[src/rtl/uart_rx.sv]
// Oversampling UART receiver: 1 start bit, DATA_BITS data bits LSB first, 1 stop bit.
// The start bit is checked at its middle; each later bit is sampled one bit period after that.
module uart_rx #(
  parameter int DATA_BITS  = 8,
  parameter int OVERSAMPLE = 16
) (
  input  logic                 clock,
  input  logic                 reset,
  input  logic                 sample_tick,
  input  logic                 rx,
  output logic [DATA_BITS-1:0] rx_data,
  output logic                 rx_valid,
  output logic                 frame_error,
  output logic                 busy
);

  localparam int TW = $clog2(OVERSAMPLE);
  localparam int BW = $clog2(DATA_BITS);
  localparam logic [TW-1:0] HALF_M1 = TW'(OVERSAMPLE/2 - 1);
  localparam logic [TW-1:0] FULL_M1 = TW'(OVERSAMPLE - 1);
  localparam logic [BW-1:0] LAST_BIT = BW'(DATA_BITS - 1);

  typedef enum logic [1:0] {IDLE, START, DATA, STOP} state_t;

  state_t                state, state_nxt;
  logic                  rx_meta, rx_s, rx_s_d;
  logic [TW-1:0]         tick_cnt;
  logic [BW-1:0]         bit_cnt;
  logic [DATA_BITS-1:0]  shreg;
  logic                  wrap, sample_pt;

  // Synchronizer preset high so a released reset does not look like a start edge.
  always_ff @(posedge clock or negedge reset) begin
    if (!reset) begin
      rx_meta <= 1'b1;
      rx_s    <= 1'b1;
      rx_s_d  <= 1'b1;
    end else begin
      rx_meta <= rx;
      rx_s    <= rx_meta;
      rx_s_d  <= rx_s;
    end
  end

  // START waits half a bit to reach mid start bit; later states wait a full bit.
  assign wrap      = (state == START) ? (tick_cnt == HALF_M1) : (tick_cnt == FULL_M1);
  assign sample_pt = sample_tick && wrap;

  always_ff @(posedge clock or negedge reset) begin
    if (!reset) state <= IDLE;
    else        state <= state_nxt;
  end

  always_comb begin
    state_nxt = state;
    case (state)
      IDLE:  if (rx_s_d && !rx_s) state_nxt = START;
      START: if (sample_pt) state_nxt = rx_s ? IDLE : DATA;
      DATA:  if (sample_pt && bit_cnt == LAST_BIT) state_nxt = STOP;
      STOP:  if (sample_pt) state_nxt = IDLE;
      default: state_nxt = IDLE;
    endcase
  end

  always_comb begin
    busy = (state != IDLE);
  end

  always_ff @(posedge clock or negedge reset) begin
    if (!reset) begin
      tick_cnt    <= '0;
      bit_cnt     <= '0;
      shreg       <= '0;
      rx_data     <= '0;
      rx_valid    <= 1'b0;
      frame_error <= 1'b0;
    end else begin
      rx_valid    <= 1'b0;
      frame_error <= 1'b0;
      if (state == IDLE) begin
        tick_cnt <= '0;
      end else if (sample_tick) begin
        tick_cnt <= wrap ? '0 : tick_cnt + 1'b1;
      end
      if (sample_pt) begin
        case (state)
          START: bit_cnt <= '0;
          DATA: begin
            shreg   <= {rx_s, shreg[DATA_BITS-1:1]};
            bit_cnt <= (bit_cnt == LAST_BIT) ? '0 : bit_cnt + 1'b1;
          end
          STOP: begin
            if (rx_s) begin
              rx_data  <= shreg;
              rx_valid <= 1'b1;
            end else begin
              frame_error <= 1'b1;
            end
          end
          default: ;
        endcase
      end
    end
  end

endmodule
[config.mk]
export PLATFORM = sky130hd
export DESIGN_NAME = uart_rx
export DESIGN_NICKNAME = d
export VERILOG_FILES = /design/src/rtl/uart_rx.sv
export SDC_FILE = /design/constraint.sdc
export NUM_CORES = 1
export LEC_CHECK = 0
export ABC_AREA = 0
export BUFFER_PORTS_ARGS = -buffer_cell sky130_fd_sc_hd__buf_2
export CAP_MARGIN = 10
export CORE_MARGIN = 10
export CORE_UTILIZATION = 59
export CTS_BUF_LIST = sky130_fd_sc_hd__clkbuf_2
export CTS_CLUSTER_DIAMETER = 100
export DETAILED_ROUTE_END_ITERATION = 8
export MAX_ROUTING_LAYER = met4
export PLACE_DENSITY = 0.91
export REMOVE_ABC_BUFFERS = 1
export SLEW_MARGIN = 25
export SYNTH_ARGS = -nofsm -noshare
export SYNTH_HDL_FRONTEND = slang
export SYNTH_SLANG_ARGS = --single-unit
[constraint.sdc]
create_clock -name clock -period 1.9 [get_ports clock]
set_input_delay 0.095 -clock clock [delete_from_list [all_inputs] [get_ports clock]]
set_output_delay 0.095 -clock clock [all_outputs]
set_load 0.01 [all_outputs]
==> results of run 1 <==
[layout make-up]
type | instances | area (sq um)
Fill cell | 178 | 673
Tap cell | 28 | 35.0
Clock buffer | 8 | 40.0
Multi-Input combinational cell | 67 | 554
Inverter | 6 | 22.5
Timing Repair Buffer | 16 | 90.1
Sequential cell | 30 | 754
[stage by stage]
stage	worst slack (ns)	area, sq um	std cells
global placement	0.178	1430	145
global route	0.00355	1500	155
finish	0.101	1500	155
detailed placement	0.0704	1430	145
CTS	0.0462	1490	155
floorplan	0.266	1320	103
[flip-flops by register name, indices dropped and copies added (netlist names), named ones only]
name         cells
bit_cnt          3
frame_error      1
rx_data          8
rx_meta          1
rx_s             1
rx_s_d           1
rx_valid         1
shreg            8
state            1
tick_cnt         4
[timing repair]
action                                  in CTS  in global routing
hold buffers                                 2                  0
resized for setup                            0                  1
buffers inserted                             0                  0
endpoints found under the hold margin       28                  0
endpoints found under the setup margin       0                 12
[layer usage]
metal / share of wire, % / routed length (microns) / vias up
met4: 1.7 / 38 / 0
met3: 6.2 / 138 / 5
met2: 51 / 1150 / 16
met1: 41 / 916 / 413
met5: 0 / 0 / -
li1: - / - / 411
[placed cells by master (no fill, tap or decap), types with 2 or more instances in the layout]
cell,instances
a21oi_1,3
buf_2,14
clkbuf_2,8
dfrtp_1,27
dfstp_2,3
dlygate4sd3_1,2
ha_1,7
inv_1,6
mux2_2,17
nand2_1,8
nand3_1,3
nor2_1,4
o211ai_1,3
o21ai_0,4
xor2_1,2
[worst max-delay path, stage by stage, from the launching register on]
cell     delay, ns
dfrtp_1       0.44
inv_1         0.12
ha_1          0.31
xnor2_2       0.13
nor2_2        0.21
nand2_2       0.17
mux2_2        0.31
[kinds of logic after synthesis]
kind of cell / after synthesis / synth area share, %
flops: 30 / 57.0
xor+xnor: 3 / 1.99
compound gates: 16 / 8.03
buf+inv: 6 / 1.70
fa+ha+maj: 7 / 6.62
simple gates: 23 / 9.45
mux: 18 / 15.2
[power breakdown]
| group | switching (mW) | internal, mW |
|---|---|---|
| clock | 0.196 | 0.109 |
| combinational | 0.277 | 0.206 |
| sequential | 0.0763 | 0.707 |
[worst paths after layout]
kind                              from     endpoint  slack [ns]  cells past startpoint
max                          flip-flop     shreg[5]        0.10                      6
min                        sample_tick  tick_cnt[1]        0.07                      3
max reg2reg                  flip-flop     shreg[5]        0.10                      6
min reg2reg                    rx_meta         rx_s        0.36                      0
max in group asynchronous        reset   rx_data[6]        1.20                      2
min in group asynchronous        reset     shreg[2]        0.27                      2
==> qor.yml, run 1 <==
cp_data_required_time_ns: 2.14
power_density_nw_per_um2: 1050
io_buffer_count: 14
drt-wirelength-per-cell_microns: 14.5
detailedRoute.firstIterationViolations: 40
max-vdd-ir-drop_uv: 555
final-hold-violation-count: 0
tritoncts_num_sinks: 30
setup_tns_ns: 0
finalWeightedCongestion: 0.848
dr_total_vias: 845
fmax_mhz: 556
rsz0062_at_grt: "false"
timing_worst_slew_pin_value_ns: 0.635
grt_pass1_wl_microns: 3940
fin_hold_ws_ns: 0.0705
num_rows: 17
syn-mean-instance-area_sq_um: 12.9
synth.distinct_cells: 28
grt_max_degree: 31
synth-main-ff-cell: "dfrtp_1"
antenna_found_initial: 0
fp.dieW_microns: 67.4
layout-drive-gt1-share_pct: 37.8
maximum_fanout_along_the_worst_path: 8
worst_setup_path_end_kind: "flip-flop"
run_status: "complete, no violations"
critPathArrivalTime_ns: 2.04
yosysSeqAreaShare_pct: 57.0
layout.core_utilization_pct: 69.0
worst_skew_pair.late_latency_ns: 0.36
yosys_register_bits: 30
grt-ovfl-total: 0
timing.final.max_slew_violations: 0
syn-instance-count: 103
synth.top_cells.by_count: "27 x dfrtp_1, 17 x mux2_2, 8 x nand2_1"
max_capacitance_violation_total: 0
post-layout-total-power_mw: 1.57
hpwl_microns: 1680
worst_clock_skew_ns: 0.0172
mappedNetlistArea_sq_um: 1320
design.die.area_sq_um: 4540
use_met1_pct: 10.9
synth_top_area_cell: "dfrtp_1"
drt-total-wl_microns: 2240
clock_tree.root_cell: "clkbuf_2"
setup.worst_path.start_class: "flip-flop"
antennaDiodeCount: 0
drt.antenna.violating_nets: 0
netlist_top_cells_area: "dfrtp_1 51%, mux2_2 14%, ha_1 6.6%"
timing.final.crit_period_ns: 1.80
total_leakage_power_nw: 0.801
met2_usage_pct: 20.1
initial_core_util_pct: 61.0
layout_worst_path_cycle_share_pct: 94.7
cts_tree: "done"
vias_per_cell: 5.45
ys_warn_count: 0
grt-busiest-layer: "met2"
grt_util_all_layers_pct: 12.1
drt_pass1_iterations: 4
layout-area-overhead-vs-synth_pct: 13.0
global_routing_usage_on_met3_pct: 6.78
timing.max_slew.rel_slack_pct: 57.7
synthArstFlopShare_pct: 100
count_of_flip_flops_with_a_built_in_enable_after_synthesis: 0
num_io_pins: 15
netlist.area_leader.share_pct: 51.0
cts_made_buffers: 5
grt_pass1_vias: 911
count_of_nets_after_finishing: 137
die-height_microns: 67.4
floorplan.core_area_sq_um: 2170
finalSetupViolations: 0
min-delay-path-class: "in -> reg"
setup.worst_path.class: "reg -> reg"
yosys.cell_count.top_type: "dfrtp_1"
drc: 0
ctsHtreeMaxLevel: 2
clk_transition_reported_paths_ns: 0.13
cts.path.max_buffers: 2
(Power assumes the default switching activity.)
==> inputs of run 2 (changes only) <==
- SETUP_SLACK_MARGIN: not set -> 0.5
==> run 2 against run 1 <==
  * Flip-flop and latch count did not move
  * Power up 30%
  * Maximum frequency up 9.5%
  * Via count increased by 11%
  * Clock skew down 0.0047 ns
  * Sequential power grew 2%
  * First-iteration DRC count increased by 2.5%
  * Final cell count grew 8.4%
  * Register-to-register slack gained 0.16 ns
  * Critical path type unchanged
==> qor.yml, run 2 (same netlist as run 1, synthesis figures left out) <==
worst_r2r_path_depth: 5
setup_tns_ns: 0
num_io_pins: 15
post_dp_cell_area_sq_um: 1430
finalWeightedCongestion: 0.848
clock_tree.root_cell: "clkbuf_2"
antennaDiodeCount: 0
grt_max_degree: 31
layout.core_utilization_pct: 79.8
layout_worst_path_cycle_share_pct: 86.5
grt-ovfl-total: 0
post-layout-total-power_mw: 2.04
rsz0062_at_grt: "true"
max-vdd-ir-drop_uv: 748
min-delay-path-class: "in -> reg"
critPathArrivalTime_ns: 1.87
final_common_cell: "dfrtp_1"
reg2reg_to: "rx_data[5]"
max_capacitance_violation_total: 0
hpwl_microns: 1680
finalSetupViolations: 0
worst_clock_skew_ns: 0.0125
dr_total_vias: 935
layout-area-overhead-vs-synth_pct: 30.7
final-hold-violation-count: 0
timing.max_slew.rel_slack_pct: 56.6
worst_setup_path_end_kind: "flip-flop"
run_status: "complete, no violations"
final_design_area_no_fill_sq_um: 1730
vias_per_cell: 5.57
drc: 0
hold-path-cell-count: 3
fin_hold_ws_ns: 0.0994
r2r_setup_slack_ns: 0.26
drt.antenna.violating_nets: 0
drt_pass1_iterations: 4
cp_data_required_time_ns: 2.13
holdPathEnd: "tick_cnt[1]"
setup.worst_path.class: "reg -> reg"
most-common-layout-cells: "26 x dfrtp_1, 14 x buf_2, 13 x mux2_2"
grt_pass1_vias: 974
maximum_fanout_along_the_worst_path: 5
power_density_nw_per_um2: 1180
io_buffer_count: 14
drt-total-wl_microns: 2880
ctsHtreeMaxLevel: 2
count_of_nets_after_finishing: 150
die-height_microns: 67.4
cts.path.max_buffers: 2
layout-drive-gt1-share_pct: 53.6
initial_core_util_pct: 61.0
fp.dieW_microns: 67.4
grt_util_all_layers_pct: 13.4
timing.hold.worst.start: "sample_tick"
tritoncts_num_sinks: 30
worst_skew_pair.late_latency_ns: 0.34
antenna_found_initial: 0
timing.final.crit_period_ns: 1.64
floorplan.core_area_sq_um: 2170
cts_tree: "done"
largestRegisters: "rx_data x8, shreg x8, tick_cnt x4"
cts_made_buffers: 5
design.die.area_sq_um: 4540
clk_transition_reported_paths_ns: 0.14
fmax_mhz: 609
drt-wirelength-per-cell_microns: 17.1
rr_startpoint: "state[0]"
grt_pass1_wl_microns: 4310
setup.worst_path.start_class: "flip-flop"
num_rows: 17
timing.final.max_slew_violations: 0
total_leakage_power_nw: 0.891
timing_worst_slew_pin_value_ns: 0.651
detailedRoute.firstIterationViolations: 41
run 2: what timing repair did:
item | 4_1_cts | 5_1_grt
endpoints found under the hold margin | 28 | 0
cloned | 1 | 0
gates resized for setup | 12 | 15
pin swaps | 0 | 5
buffers inserted | 3 | 9
hold buffers | 2 | 0
endpoints found under the setup margin | 26 | 25
run 2: worst max path at each step:
stage	from	depth (start not counted)	endpoint
after floorplan	flip-flop	6	shreg[0]
after global placement	flip-flop	6	shreg[6]
after detailed placement	flip-flop	6	shreg[7]
after CTS	state[0]	5	rx_data[5]
after global routing	state[0]	5	rx_data[5]
final	state[0]	5	rx_data[5]
run 2: cell type report:
cell class	count	area [sq um]
Inverter	6	22.5
Timing Repair Buffer	28	193
Clock buffer	8	40.0
Fill cell	139	439
Multi-Input combinational cell	68	684
Sequential cell	30	756
Tap cell	28	35.0
run 2: worst max-delay path, cell delays in order, from the launching register on:
cell	delay [ns]
dfrtp_2	0.48
ha_4	0.21
xnor2_4	0.16
nor2_4	0.22
nand3_4	0.14
mux2_4	0.32
run 2: power breakdown:
group          leakage [nW]  internal, mW  switching [mW]
logic                 0.457         0.491           0.450
registers             0.401         0.709          0.0892
clock network        0.0332         0.109           0.193
total                 0.891          1.31           0.732
run 2: layer usage:
| layer | up-vias | track usage, % | wire [microns] |
|---|---|---|---|
| met5 | - | - | 0 |
| met4 | 0 | 6.41 | 38 |
| met2 | 21 | 22.7 | 1480 |
| met3 | 6 | 6.94 | 157 |
| li1 | 439 | - | - |
| met1 | 469 | 12.1 | 1200 |
run 2: metrics by stage:
stage          instances  setup WS [ns]
4_1_cts              159          0.319
5_1_grt              168          0.202
6_report             168          0.257
3_5_place_dp         145         0.0704
2_1_floorplan        103          0.266
3_3_place_gp         145          0.178
==> inputs of run 3 (changes only) <==
- CORE_UTILIZATION: 59 -> 55
- PLACE_DENSITY: 0.91 -> 0.87
==> run 3 against run 2 <==
  * Non-clock buffer count is 4 lower
  * Worst hold slack better by 0.0065 ns
  * Critical path depth is 1 higher
  * Setup slack better by 0.0082 ns
  * Global-route usage is 0.91 points lower
  * Register-to-register slack hardly changed
  * Wire length is 2.6% lower
  * Power is 0.43% lower
  * Clock-buffer cell count is 2 lower
  * Sequential share of layout area is 1.4 points higher
  * Die area is 5.1% higher
==> qor.yml, run 3 (same netlist as run 1, synthesis figures left out) <==
timing.final.crit_period_ns: 1.63
final_design_area_no_fill_sq_um: 1680
dpl_worst_slack_ns: 0.0932
initial_core_util_pct: 58.7
finalWorstSetupSlack_ns: 0.265
antenna_found_initial: 0
max_capacitance_violation_total: 0
grt_util_all_layers_pct: 12.5
detailedRoute.firstIterationViolations: 53
die-height_microns: 69.1
setup.worst_path.class: "reg -> reg"
grt_max_degree: 31
drt_pass1_iterations: 4
cts.path.max_buffers: 2
worst_skew_pair.late_latency_ns: 0.38
worst_setup_path_end_kind: "flip-flop"
cts_tree: "done"
worst_clock_skew_ns: 0.0256
layout-drive-gt1-share_pct: 49.3
timing.hold.worst.start: "sample_tick"
drt-wirelength-per-cell_microns: 17.1
most-common-layout-cells: "26 x dfrtp_1, 17 x mux2_2, 14 x buf_2"
layout-area-overhead-vs-synth_pct: 26.6
finalWeightedCongestion: 0.803
worstPathCellList: "inv_2 > ha_4 > xnor2_4 > nor2_4 > nand3_4 > mux2_2"
route.layer.met1.wl_microns: 1170
r2r_setup_slack_ns: 0.27
setup_tns_ns: 0
holdPathEnd: "tick_cnt[1]"
worst_r2r_path_depth: 6
total_leakage_power_nw: 0.857
fmax_mhz: 612
final-hold-violation-count: 0
tritoncts_num_sinks: 30
grt-ovfl-total: 0
hold-path-cell-count: 3
layout_worst_path_cycle_share_pct: 86.0
cts_made_buffers: 5
hpwl_microns: 1660
timing.final.max_slew_violations: 0
io_buffer_count: 14
detail_route_met2_wl_microns: 1350
fillers: 150
critPathMaxStageDelay_ns: 0.44
grt_pass1_wl_microns: 4710
drc: 0
cp_data_required_time_ns: 2.17
crit_path_top_delay_cell: "dfrtp_1"
layout.core_utilization_pct: 74.3
count_of_nets_after_finishing: 146
grt_pass1_vias: 967
clk_transition_reported_paths_ns: 0.15
power_density_nw_per_um2: 1210
ctsHtreeMaxLevel: 2
post-layout-total-power_mw: 2.03
met3WireLength_microns: 192
rsz0062_at_grt: "true"
fp.dieW_microns: 69.1
maximum_fanout_along_the_worst_path: 5
clock_tree.root_cell: "clkbuf_2"
post_dp_cell_area_sq_um: 1430
setup.worst_path.start_class: "flip-flop"
num_rows: 17
instances_no_fill: 164
largestRegisters: "rx_data x8, shreg x8, tick_cnt x4"
fin_hold_ws_ns: 0.106
drt-total-wl_microns: 2800
dr_total_vias: 923
floorplan.core_area_sq_um: 2250
critPathArrivalTime_ns: 1.90
min-delay-path-class: "in -> reg"
design.die.area_sq_um: 4770
timing_worst_slew_pin_value_ns: 0.651
antennaDiodeCount: 0
reg2reg_to: "rx_data[6]"
vias_per_cell: 5.63
max-vdd-ir-drop_uv: 1180
num_io_pins: 15
finalSetupViolations: 0
place.detailed.instances: 145
final_common_cell: "dfrtp_1"
drt.antenna.violating_nets: 0
highest_layer: "met4"
run_status: "complete, no violations"
timing.max_slew.rel_slack_pct: 56.6
==> run 3: changes by cell type in the layout (fill, tap and decap cells not counted), sizes merged <==
cell / previous run / this run
clkbuf: 8 / 6
bufinv: 0 / 1
buf: 26 / 22
clkinv: 0 / 1
==> run 3: cell type report <==
class	count	area, sq um	share of cell area (%)
Inverter	6	22.5	1.34
Clock inverter	2	33.8	2.02
Clock buffer	6	30.0	1.79
Tap cell	28	35.0	2.09
Sequential cell	30	756	45.1
Multi-Input combinational cell	68	648	38.7
Timing Repair Buffer	24	150	8.96
==> run 3: per-layer routing <==
metal,global-route usage (%),up-vias
met3,5.42,9
met1,13.0,450
met2,19.8,35
li1,-,429
met4,5.99,0
met5,-,-
==> run 3: timing repair <==
item                                   CTS  global route
hold buffers                             2             0
resized for setup                       14             5
setup endpoints to repair               26            26
cloned                                   1             0
pin swaps                                6             4
setup buffers                            3             5
endpoints found under the hold margin   28             0
==> run 3: where the power goes <==
part / leakage, nW / total [mW] / switching, mW / internal, mW
clock network: 0.0406 / 0.443 / 0.219 / 0.225
registers: 0.401 / 0.795 / 0.0860 / 0.709
logic: 0.415 / 0.793 / 0.394 / 0.399
==> run 3: worst max-delay path by stage <==
| stage | endpoint | slack [ns] | start |
|---|---|---|---|
| CTS | rx_data[6] | 0.32 | flip-flop |
| detailed placement | shreg[2] | 0.09 | flip-flop |
| global placement | shreg[6] | 0.17 | flip-flop |
| finish | rx_data[6] | 0.27 | flip-flop |
| floorplan | shreg[0] | 0.27 | flip-flop |
| global route | rx_data[5] | 0.22 | flip-flop |
==> run 3: critical path, delay by kind of cell, from the launching register on <==
| family | cells | cell delay [ns] |
|---|---|---|
| DFF | 1 | 0.44 |
| and+or+nand+nor | 2 | 0.38 |
| muxes | 1 | 0.29 |
| adders and majority gates | 1 | 0.21 |
| buffers and inverters | 1 | 0.10 |
| xor gates and xnor gates | 1 | 0.10 |
